## src/rtl/dq_serdes_pkg.sv

```systemverilog
// Shared constants for the burst data-path: direction encoding used by the queue
// stage and this block, FSM state encoding, and beat-counter width helper.
package dq_serdes_pkg;

  localparam logic SEL_WR = 1'b1;
  localparam logic SEL_RD = 1'b0;

  localparam logic [1:0] ST_IDLE = 2'd0;
  localparam logic [1:0] ST_WR   = 2'd1;
  localparam logic [1:0] ST_RD   = 2'd2;

  function automatic int beat_w(input int bl);
    return (bl <= 2) ? 1 : $clog2(bl);
  endfunction

endpackage

```

## src/rtl/dq_serdes_beat_cnt.sv

```systemverilog
// Beat counter for one burst: restarts at 0 on start, advances while running,
// and wraps back to 0 after the last beat so an idle block never reads as last.
module dq_serdes_beat_cnt #(
  parameter int BL = 2,
  parameter int BW = 1
) (
  input  logic          clk,
  input  logic          rst,
  input  logic          start,
  input  logic          run,
  output logic [BW-1:0] beat,
  output logic          last
);

  logic [BW-1:0] beat_reg;

  assign last = (beat_reg == BW'(BL - 1));
  assign beat = beat_reg;

  always_ff @(posedge clk) begin
    if (rst) begin
      beat_reg <= '0;
    end else if (start) begin
      beat_reg <= '0;
    end else if (run) begin
      beat_reg <= last ? '0 : beat_reg + BW'(1);
    end
  end

endmodule

```

## src/rtl/dq_serdes.sv

```systemverilog
// Burst SerDes stage: serializes a host write word onto DQ or assembles a read
// word from DQ over BL beats; all outputs are registered.
module dq_serdes
  import dq_serdes_pkg::*;
#(
  parameter int DW = 8,
  parameter int BL = 2
) (
  input  logic             clk,
  input  logic             rst,
  input  logic             SerDes_en,
  input  logic             SerDes_sel,
  input  logic [DW*BL-1:0] wr_data,
  input  logic             wr_valid,
  output logic             wr_pop,
  output logic             wr_underrun,
  input  logic [DW-1:0]    dq_in,
  output logic [DW-1:0]    dq_out,
  output logic             dq_oe,
  output logic [DW*BL-1:0] rd_data,
  output logic             rd_valid,
  output logic             collision,
  output logic             active
);

  localparam int BW = beat_w(BL);
  localparam int WW = DW * BL;

  logic [1:0]    state_reg, state_next;
  logic [BW-1:0] beat;
  logic          last;
  logic          busy;
  logic          accept;
  logic          accept_wr;

  logic [WW-1:0] shift_reg, shift_next;
  logic [WW-1:0] asm_reg, asm_next;
  logic [WW-1:0] wr_word;
  logic [DW-1:0] dq_out_reg, dq_out_next;
  logic          dq_oe_reg, dq_oe_next;
  logic [WW-1:0] rd_data_reg;
  logic          rd_valid_reg, rd_valid_next;
  logic          wr_pop_reg, wr_underrun_reg, collision_reg, active_reg;

  // A strobe is only taken when the bus frees up next cycle: idle or last beat.
  assign busy      = (state_reg != ST_IDLE);
  assign accept    = SerDes_en && (!busy || last);
  assign accept_wr = accept && (SerDes_sel == SEL_WR);
  assign wr_word   = wr_valid ? wr_data : '0;

  dq_serdes_beat_cnt #(
    .BL (BL),
    .BW (BW)
  ) u_beat_cnt (
    .clk   (clk),
    .rst   (rst),
    .start (accept),
    .run   (busy),
    .beat  (beat),
    .last  (last)
  );

  always_comb begin
    state_next = state_reg;
    if (accept) begin
      state_next = (SerDes_sel == SEL_WR) ? ST_WR : ST_RD;
    end else if (busy && last) begin
      state_next = ST_IDLE;
    end
  end

  // Beat 0 goes straight to dq_out; the rest shifts down one beat per cycle.
  always_comb begin
    shift_next  = shift_reg;
    dq_out_next = '0;
    dq_oe_next  = 1'b0;
    if (accept_wr) begin
      dq_out_next = wr_word[DW-1:0];
      shift_next  = wr_word >> DW;
      dq_oe_next  = 1'b1;
    end else if (state_reg == ST_WR && !last) begin
      dq_out_next = shift_reg[DW-1:0];
      shift_next  = shift_reg >> DW;
      dq_oe_next  = 1'b1;
    end
  end

  genvar gi;
  generate
    for (gi = 0; gi < BL; gi++) begin : g_slot
      assign asm_next[gi*DW +: DW] =
        (state_reg == ST_RD && beat == BW'(gi)) ? dq_in : asm_reg[gi*DW +: DW];
    end
  endgenerate

  assign rd_valid_next = (state_reg == ST_RD) && last;

  always_ff @(posedge clk) begin
    if (rst) begin
      state_reg       <= ST_IDLE;
      shift_reg       <= '0;
      asm_reg         <= '0;
      dq_out_reg      <= '0;
      dq_oe_reg       <= 1'b0;
      rd_data_reg     <= '0;
      rd_valid_reg    <= 1'b0;
      wr_pop_reg      <= 1'b0;
      wr_underrun_reg <= 1'b0;
      collision_reg   <= 1'b0;
      active_reg      <= 1'b0;
    end else begin
      state_reg       <= state_next;
      shift_reg       <= shift_next;
      asm_reg         <= asm_next;
      dq_out_reg      <= dq_out_next;
      dq_oe_reg       <= dq_oe_next;
      rd_valid_reg    <= rd_valid_next;
      wr_pop_reg      <= accept_wr && wr_valid;
      wr_underrun_reg <= accept_wr && !wr_valid;
      collision_reg   <= SerDes_en && busy && !last;
      active_reg      <= (state_next != ST_IDLE);
      if (rd_valid_next) begin
        rd_data_reg <= asm_next;
      end
    end
  end

  assign dq_out      = dq_out_reg;
  assign dq_oe       = dq_oe_reg;
  assign rd_data     = rd_data_reg;
  assign rd_valid    = rd_valid_reg;
  assign wr_pop      = wr_pop_reg;
  assign wr_underrun = wr_underrun_reg;
  assign collision   = collision_reg;
  assign active      = active_reg;

endmodule

```

## config.mk

```make
export PLATFORM = sky130hd
export DESIGN_NAME = dq_serdes
export DESIGN_NICKNAME = d
export VERILOG_FILES = /design/src/rtl/dq_serdes_pkg.sv /design/src/rtl/dq_serdes_beat_cnt.sv /design/src/rtl/dq_serdes.sv
export SDC_FILE = /design/constraint.sdc
export NUM_CORES = 1
export LEC_CHECK = 0
export ABC_AREA = 1
export CAP_MARGIN = 20
export CORE_ASPECT_RATIO = 0.75
export CORE_UTILIZATION = 40
export CTS_CLUSTER_SIZE = 10
export DETAILED_ROUTE_END_ITERATION = 7
export GPL_TIMING_DRIVEN = 0
export PLACE_DENSITY = 0.71
export REMOVE_ABC_BUFFERS = 1
export SYNTH_ARGS = -nofsm -noshare
export SYNTH_HDL_FRONTEND = slang
export SYNTH_SLANG_ARGS = --single-unit
```

## constraint.sdc

```tcl
create_clock -name clk -period 2.3 [get_ports clk]
set_clock_uncertainty 0.1 [all_clocks]
set_input_delay 0.46 -clock clk [delete_from_list [all_inputs] [get_ports clk]]
set_output_delay 0.46 -clock clk [all_outputs]
set_load 0.01 [all_outputs]
```

==> flow_metrics.py, run 1 <==
metrics = {
    "global_routing": {
        "track_usage": 0.175,
        "grt_max_degree": 24,
        "grt_pass1_vias": 1567,
        "grt_pass1_wl_mm": 6.88,
        "antenna_found_initial": 0,
        "overflow": 0,
    },
    "synth": {
        "syn_area_um2": 1940,
        "ys_ff_latch": 49,
        "synth.area.top_cells": "dfxtp_1, nand2_1, nand4_1",
        "yosysTopAreaCellShare": 0.505,
        "synth_cells": 235,
        "synth-seq-area-share": 0.505,
        "yosysWarnings": 0,
        "yosysTopAreaCell": "dfxtp_1",
        "netlist-cell-type-count": 22,
        "syn_area_per_cell_um2": 8.26,
    },
    "sta": {
        "post-route-period-util": 0.898,
        "hold_violations": 0,
        "slew_headroom": 0.330,
        "max_freq_mhz": 484,
        "setup_viol": 0,
        "min_period_ps": 2070,
        "drv_slew": 0,
        "fin_setup_tns_ps": 0,
        "tightest_slew_ps": 1000,
        "rsz0062_at_grt": "false",
    },
    "cts": {
        "cts_sinks": 49,
        "cts_setup_buffers": 0,
        "tritoncts": "done",
        "cts_hold_buffers": 0,
        "path_clk_slew_ps": 90,
        "cts_root_buf": "clkbuf_8",
        "cts_resized": 0,
        "clk_latency_ps": 300,
        "clk_path_buf_depth": 2,
        "h-tree-depth": 2,
        "cts_buffers": 5,
    },
    "worst_hold_path": {
        "hold_class": "reg -> reg",
    },
    "layout": {
        "final_cell_area_um2": 2650,
        "area_growth_pct": 36.2,
        "largest_register_ffs": 16,
        "layout-drive-gt1-share": 0.135,
        "nets": 316,
        "n_antenna_cell": 0,
    },
    "drt": {
        "dr.pass1.iters": 4,
        "avgViaCountPerCell": 4.85,
        "wl_met2_mm": 1.84,
        "drc": 0,
        "antenna_left": 0,
        "dr_wl_met3_um": 139,
        "top_layer_used": "met4",
        "via_count": 1672,
        "wl_met1_mm": 2.03,
        "drt-total-wl_mm": 4.09,
        "wl_per_cell_um": 11.9,
        "drt_iter0_markers": 54,
    },
    "place": {
        "io_buffer_count": 58,
        "dp_hpwl_mm": 2.90,
        "routabilityCongestion": 0.776,
        "dpl-instance-area_um2": 2530,
    },
    "floorplanning": {
        "die_h_um": 62.3,
        "die_x_um": 82.5,
        "dieArea_um2": 5140,
        "row_count": 21,
        "initial_core_util": 0.425,
        "coreArea_um2": 4570,
        "boundaryPins": 59,
    },
    "critical_path": {
        "max_stage_delay_ps": 860,
        "critPathTopFamily": "simple AND/OR/NAND/NOR gates",
        "crit_chain": "clkdlybuf4s50_1, nor2_1, nand4_1, nand2_1",
        "crit_slowest_cell": "nor2_1",
        "start_kind": "input pin",
        "end_kind": "flop",
        "crit_arrival_ps": 2210,
        "cp_data_required_time_ps": 2450,
        "path_buf_inv": 1,
        "worstSetupPathType": "in -> reg",
        "crit_fanout": 16,
    },
    "pwr": {
        "cellLeakagePower_nw": 1.04,
        "power_density_nw_per_um2": 660,
        "vdd_ir_drop_max_uv": 324,
        "p_total_w": 0.00175,
    },
    "run": {
        "maxCapViolations": 0,
    },
    "status": {
        "status": "complete, no violations",
    },
}
placed cells by master (no fill, tap or decap):
cell type and n:
a21oi_1 18, a21oi_2 8, buf_8 1, bufinv_16 1, clkbuf_1 1, clkbuf_8 6, clkdlybuf4s50_1 58, clkinv_1 1
dfxtp_1 49, inv_1 12, inv_2 6, nand2_1 63, nand2_2 10, nand2_4 1, nand3_1 13, nand3_2 2
nand3b_1 8, nand4_1 20, nor2_1 3, nor2_4 3, nor3_1 3, o21ai_2 1
power by group:
group          internal [W]  switching [W]
Sequential         0.000878      0.0000217
Combinational     0.0000980       0.000117
Clock              0.000355       0.000276
path summary, 6_finish.rpt:
check / start / endpoint / slack [ps] / cells after the start
min: rd_data[5] / rd_data[5] / 370 / 2
max: rst / dq_out[5] / 230 / 4
max reg2reg: state_reg[1] / rd_data[3] / 710 / 5
min reg2reg: rd_data[5] / rd_data[5] / 370 / 2
worst register-to-register path: cells and delay by family (launching register included):
kind	cells	cell delay, ps
flops	1	630
simple gates	3	440
buf+inv	2	330
through the flow:
| stage | util | worst slack, ps | hold WS (ps) | instances |
|---|---|---|---|---|
| 2_1_floorplan | - | 916 | 339 | 221 |
| 3_3_place_gp | 0.550 | -762 | 349 | 336 |
| 3_5_place_dp | 0.553 | -65.2 | 360 | 337 |
| 4_1_cts | 0.579 | 254 | 374 | 345 |
| 5_1_grt | 0.579 | 105 | 396 | 345 |
| 6_report | 0.579 | 235 | 368 | 345 |
cell type report:
class | instances | area (um^2)
multi-input combinational | 153 | 810
clock buffer | 7 | 86.3
clock inverter | 1 | 30.0
fill | 423 | 1930
inverter | 19 | 71.3
sequential | 49 | 981
tap | 57 | 71.3
timing repair buffer | 59 | 596
metal layers:
layer | vias up | track usage
li1 | 876 | -
met1 | 760 | 0.226
met2 | 28 | 0.273
met3 | 8 | 0.0353
met4 | 0 | 0.0855
met5 | - | 0
cells in the mapped netlist:
| master | count |
|---|---|
| a21oi_1 | 18 |
| a21oi_2 | 8 |
| buf_1 | 3 |
| buf_2 | 7 |
| buf_4 | 1 |
| buf_6 | 2 |
| clkbuf_1 | 1 |
| clkinv_1 | 1 |
| dfxtp_1 | 49 |
| inv_1 | 12 |
| inv_2 | 6 |
| nand2_1 | 63 |
| nand2_2 | 10 |
| nand2_4 | 1 |
| nand3_1 | 13 |
| nand3_2 | 2 |
| nand3b_1 | 8 |
| nand4_1 | 20 |
| nor2_1 | 3 |
| nor2_4 | 3 |
| nor3_1 | 3 |
| o21ai_2 | 1 |
logic make-up (layout without fill, tap and decap cells):
family	count (synthesis)	after routing	synth area share
simple gates	126	126	0.330
flops	49	49	0.505
buf+inv	33	86	0.0780
compound gates	27	27	0.0870
Note: power is estimated with default switching activity, not from simulation.
==> run 2: changes to the inputs <==
--- a/config.mk
+++ b/config.mk
@@ -11,7 +11,6 @@
 export CORE_UTILIZATION = 40
 export CTS_CLUSTER_SIZE = 10
 export DETAILED_ROUTE_END_ITERATION = 7
-export GPL_TIMING_DRIVEN = 0
 export PLACE_DENSITY = 0.71
 export REMOVE_ABC_BUFFERS = 1
 export SYNTH_ARGS = -nofsm -noshare
==> run 2 against run 1 <==
Die area unchanged. Maximum frequency increased by 18%. Largest power group unchanged. Flip-flop and latch count stayed put.
==> flow_metrics.py, run 2 (synthesis results as in run 1) <==
metrics = {
    "status": {
        "status": "complete, no violations",
    },
    "global_routing": {
        "met2_usage": 0.261,
        "grt_pass1_wl_mm": 6.95,
        "grtUsageMet3": 0.0353,
        "grt_busiest_layer": "met2",
        "grtUsageMet1": 0.251,
        "grt_max_degree": 27,
        "overflow": 0,
        "track_usage": 0.176,
        "grt_pass1_vias": 1521,
        "antenna_found_initial": 0,
    },
    "sta": {
        "setup_viol": 0,
        "drv_slew": 0,
        "hold_violations": 0,
        "max_freq_mhz": 572,
        "tightest_slew_ps": 478,
        "slew_headroom": 0.681,
        "min_period_ps": 1750,
        "post-route-period-util": 0.761,
        "rsz0062_at_grt": "false",
        "fin_setup_tns_ps": 0,
    },
    "layout": {
        "largest_register_ffs": 16,
        "layout_commonest_cell": "nand2_1",
        "area_growth_pct": 35.7,
        "nets": 318,
        "n_antenna_cell": 0,
        "layoutNonFillerInstCount": 346,
        "final_cell_mix": "nand2_1, clkdlybuf4s50_1, dfxtp_1",
        "layout-drive-gt1-share": 0.138,
        "final_util": 0.576,
    },
    "floorplanning": {
        "row_count": 21,
        "die_x_um": 82.5,
        "initial_core_util": 0.425,
        "boundaryPins": 59,
        "die_h_um": 62.3,
        "coreArea_um2": 4570,
        "dieArea_um2": 5140,
    },
    "drt": {
        "wl_per_cell_um": 11.9,
        "avgViaCountPerCell": 4.80,
        "drc": 0,
        "dr.pass1.iters": 4,
        "antenna_left": 0,
        "drt_iter0_markers": 65,
        "via_count": 1662,
        "drt-total-wl_mm": 4.11,
    },
    "cts": {
        "path_clk_slew_ps": 80,
        "cts_resized": 0,
        "tritoncts": "done",
        "clk_path_buf_depth": 2,
        "clk_latency_ps": 290,
        "cts_setup_buffers": 0,
        "cts_sinks": 49,
        "cts_buffers": 5,
        "cts_hold_buffers": 0,
        "cts_root_buf": "clkbuf_8",
        "h-tree-depth": 2,
    },
    "pwr": {
        "clock_power_share": 0.309,
        "p_total_w": 0.00162,
        "vdd_ir_drop_max_uv": 283,
        "cellLeakagePower_nw": 1.04,
        "power_density_nw_per_um2": 614,
        "p_switching_w": 0.000399,
        "power.internal_w": 0.00122,
        "p_comb_frac": 0.136,
        "power_frac_seq": 0.556,
        "switching_share": 0.247,
    },
    "critical_path": {
        "cp_data_required_time_ps": 1740,
        "crit_fanout": 2,
        "end_kind": "output pin",
        "crit_slowest_cell": "clkdlybuf4s50_1",
        "critPathTopFamily": "buffers and inverters",
        "max_stage_delay_ps": 550,
        "path_buf_inv": 1,
        "crit_chain": "clkdlybuf4s50_1",
        "worstSetupPathType": "reg -> out",
        "crit_arrival_ps": 1190,
        "start_kind": "flop",
    },
    "place": {
        "dp_hpwl_mm": 2.90,
        "routabilityCongestion": 0.807,
        "io_buffer_count": 58,
        "numPlacedInstances": 339,
    },
    "worst_hold_path": {
        "hold_class": "reg -> reg",
    },
    "run": {
        "maxCapViolations": 0,
    },
}
## run 2: cell count changes in the layout (fill, tap and decap cells not counted), sizes merged
cell    change
buf         +2
bufinv      -1
## run 2: worst paths after layout
| check | startpoint | end | slack [ps] | cells after the start |
|---|---|---|---|---|
| setup / recovery | rd_data[1] | rd_data[1] | 550 | 1 |
| hold / removal | rd_data[5] | rd_data[5] | 360 | 2 |
| setup reg to reg | state_reg[1] | rd_data[0] | 720 | 5 |
| hold reg to reg | rd_data[5] | rd_data[5] | 360 | 2 |
## run 2: through the flow
stage	hold slack, ps	worst slack, ps	instance area (um^2)
6_report	362	551	2640
3_3_place_gp	349	458	2550
3_5_place_dp	353	425	2550
2_1_floorplan	339	916	1860
5_1_grt	389	487	2640
4_1_cts	364	545	2640
## run 2: cell type report
cell class,instances,area (um^2)
timing repair buffer,61,616
fill,438,1940
tap,57,71.3
multi-input combinational,153,810
sequential,49,981
clock buffer,7,86.3
inverter,19,71.3
## run 2: routing by layer
metal  share of wire  vias up  wire [um]
met5               0        -          0
met4          0.0068        0         28
met3           0.045        2        185
met2            0.45       37       1830
met1            0.50      743       2060
li1                -      880          -
## run 2: power by group through the flow
| stage | Combinational, W | Sequential [W] | Clock [W] |
|---|---|---|---|
| finish | 0.000219 | 0.000899 | 0.000499 |
| global route | 0.000241 | 0.000903 | 0.000556 |
| CTS | 0.000221 | 0.000899 | 0.000515 |
| detailed placement | 0.000220 | 0.000918 | 0 |
| global placement | 0.000218 | 0.000919 | 0 |
| floorplan | 0.0000914 | 0.000923 | 0 |
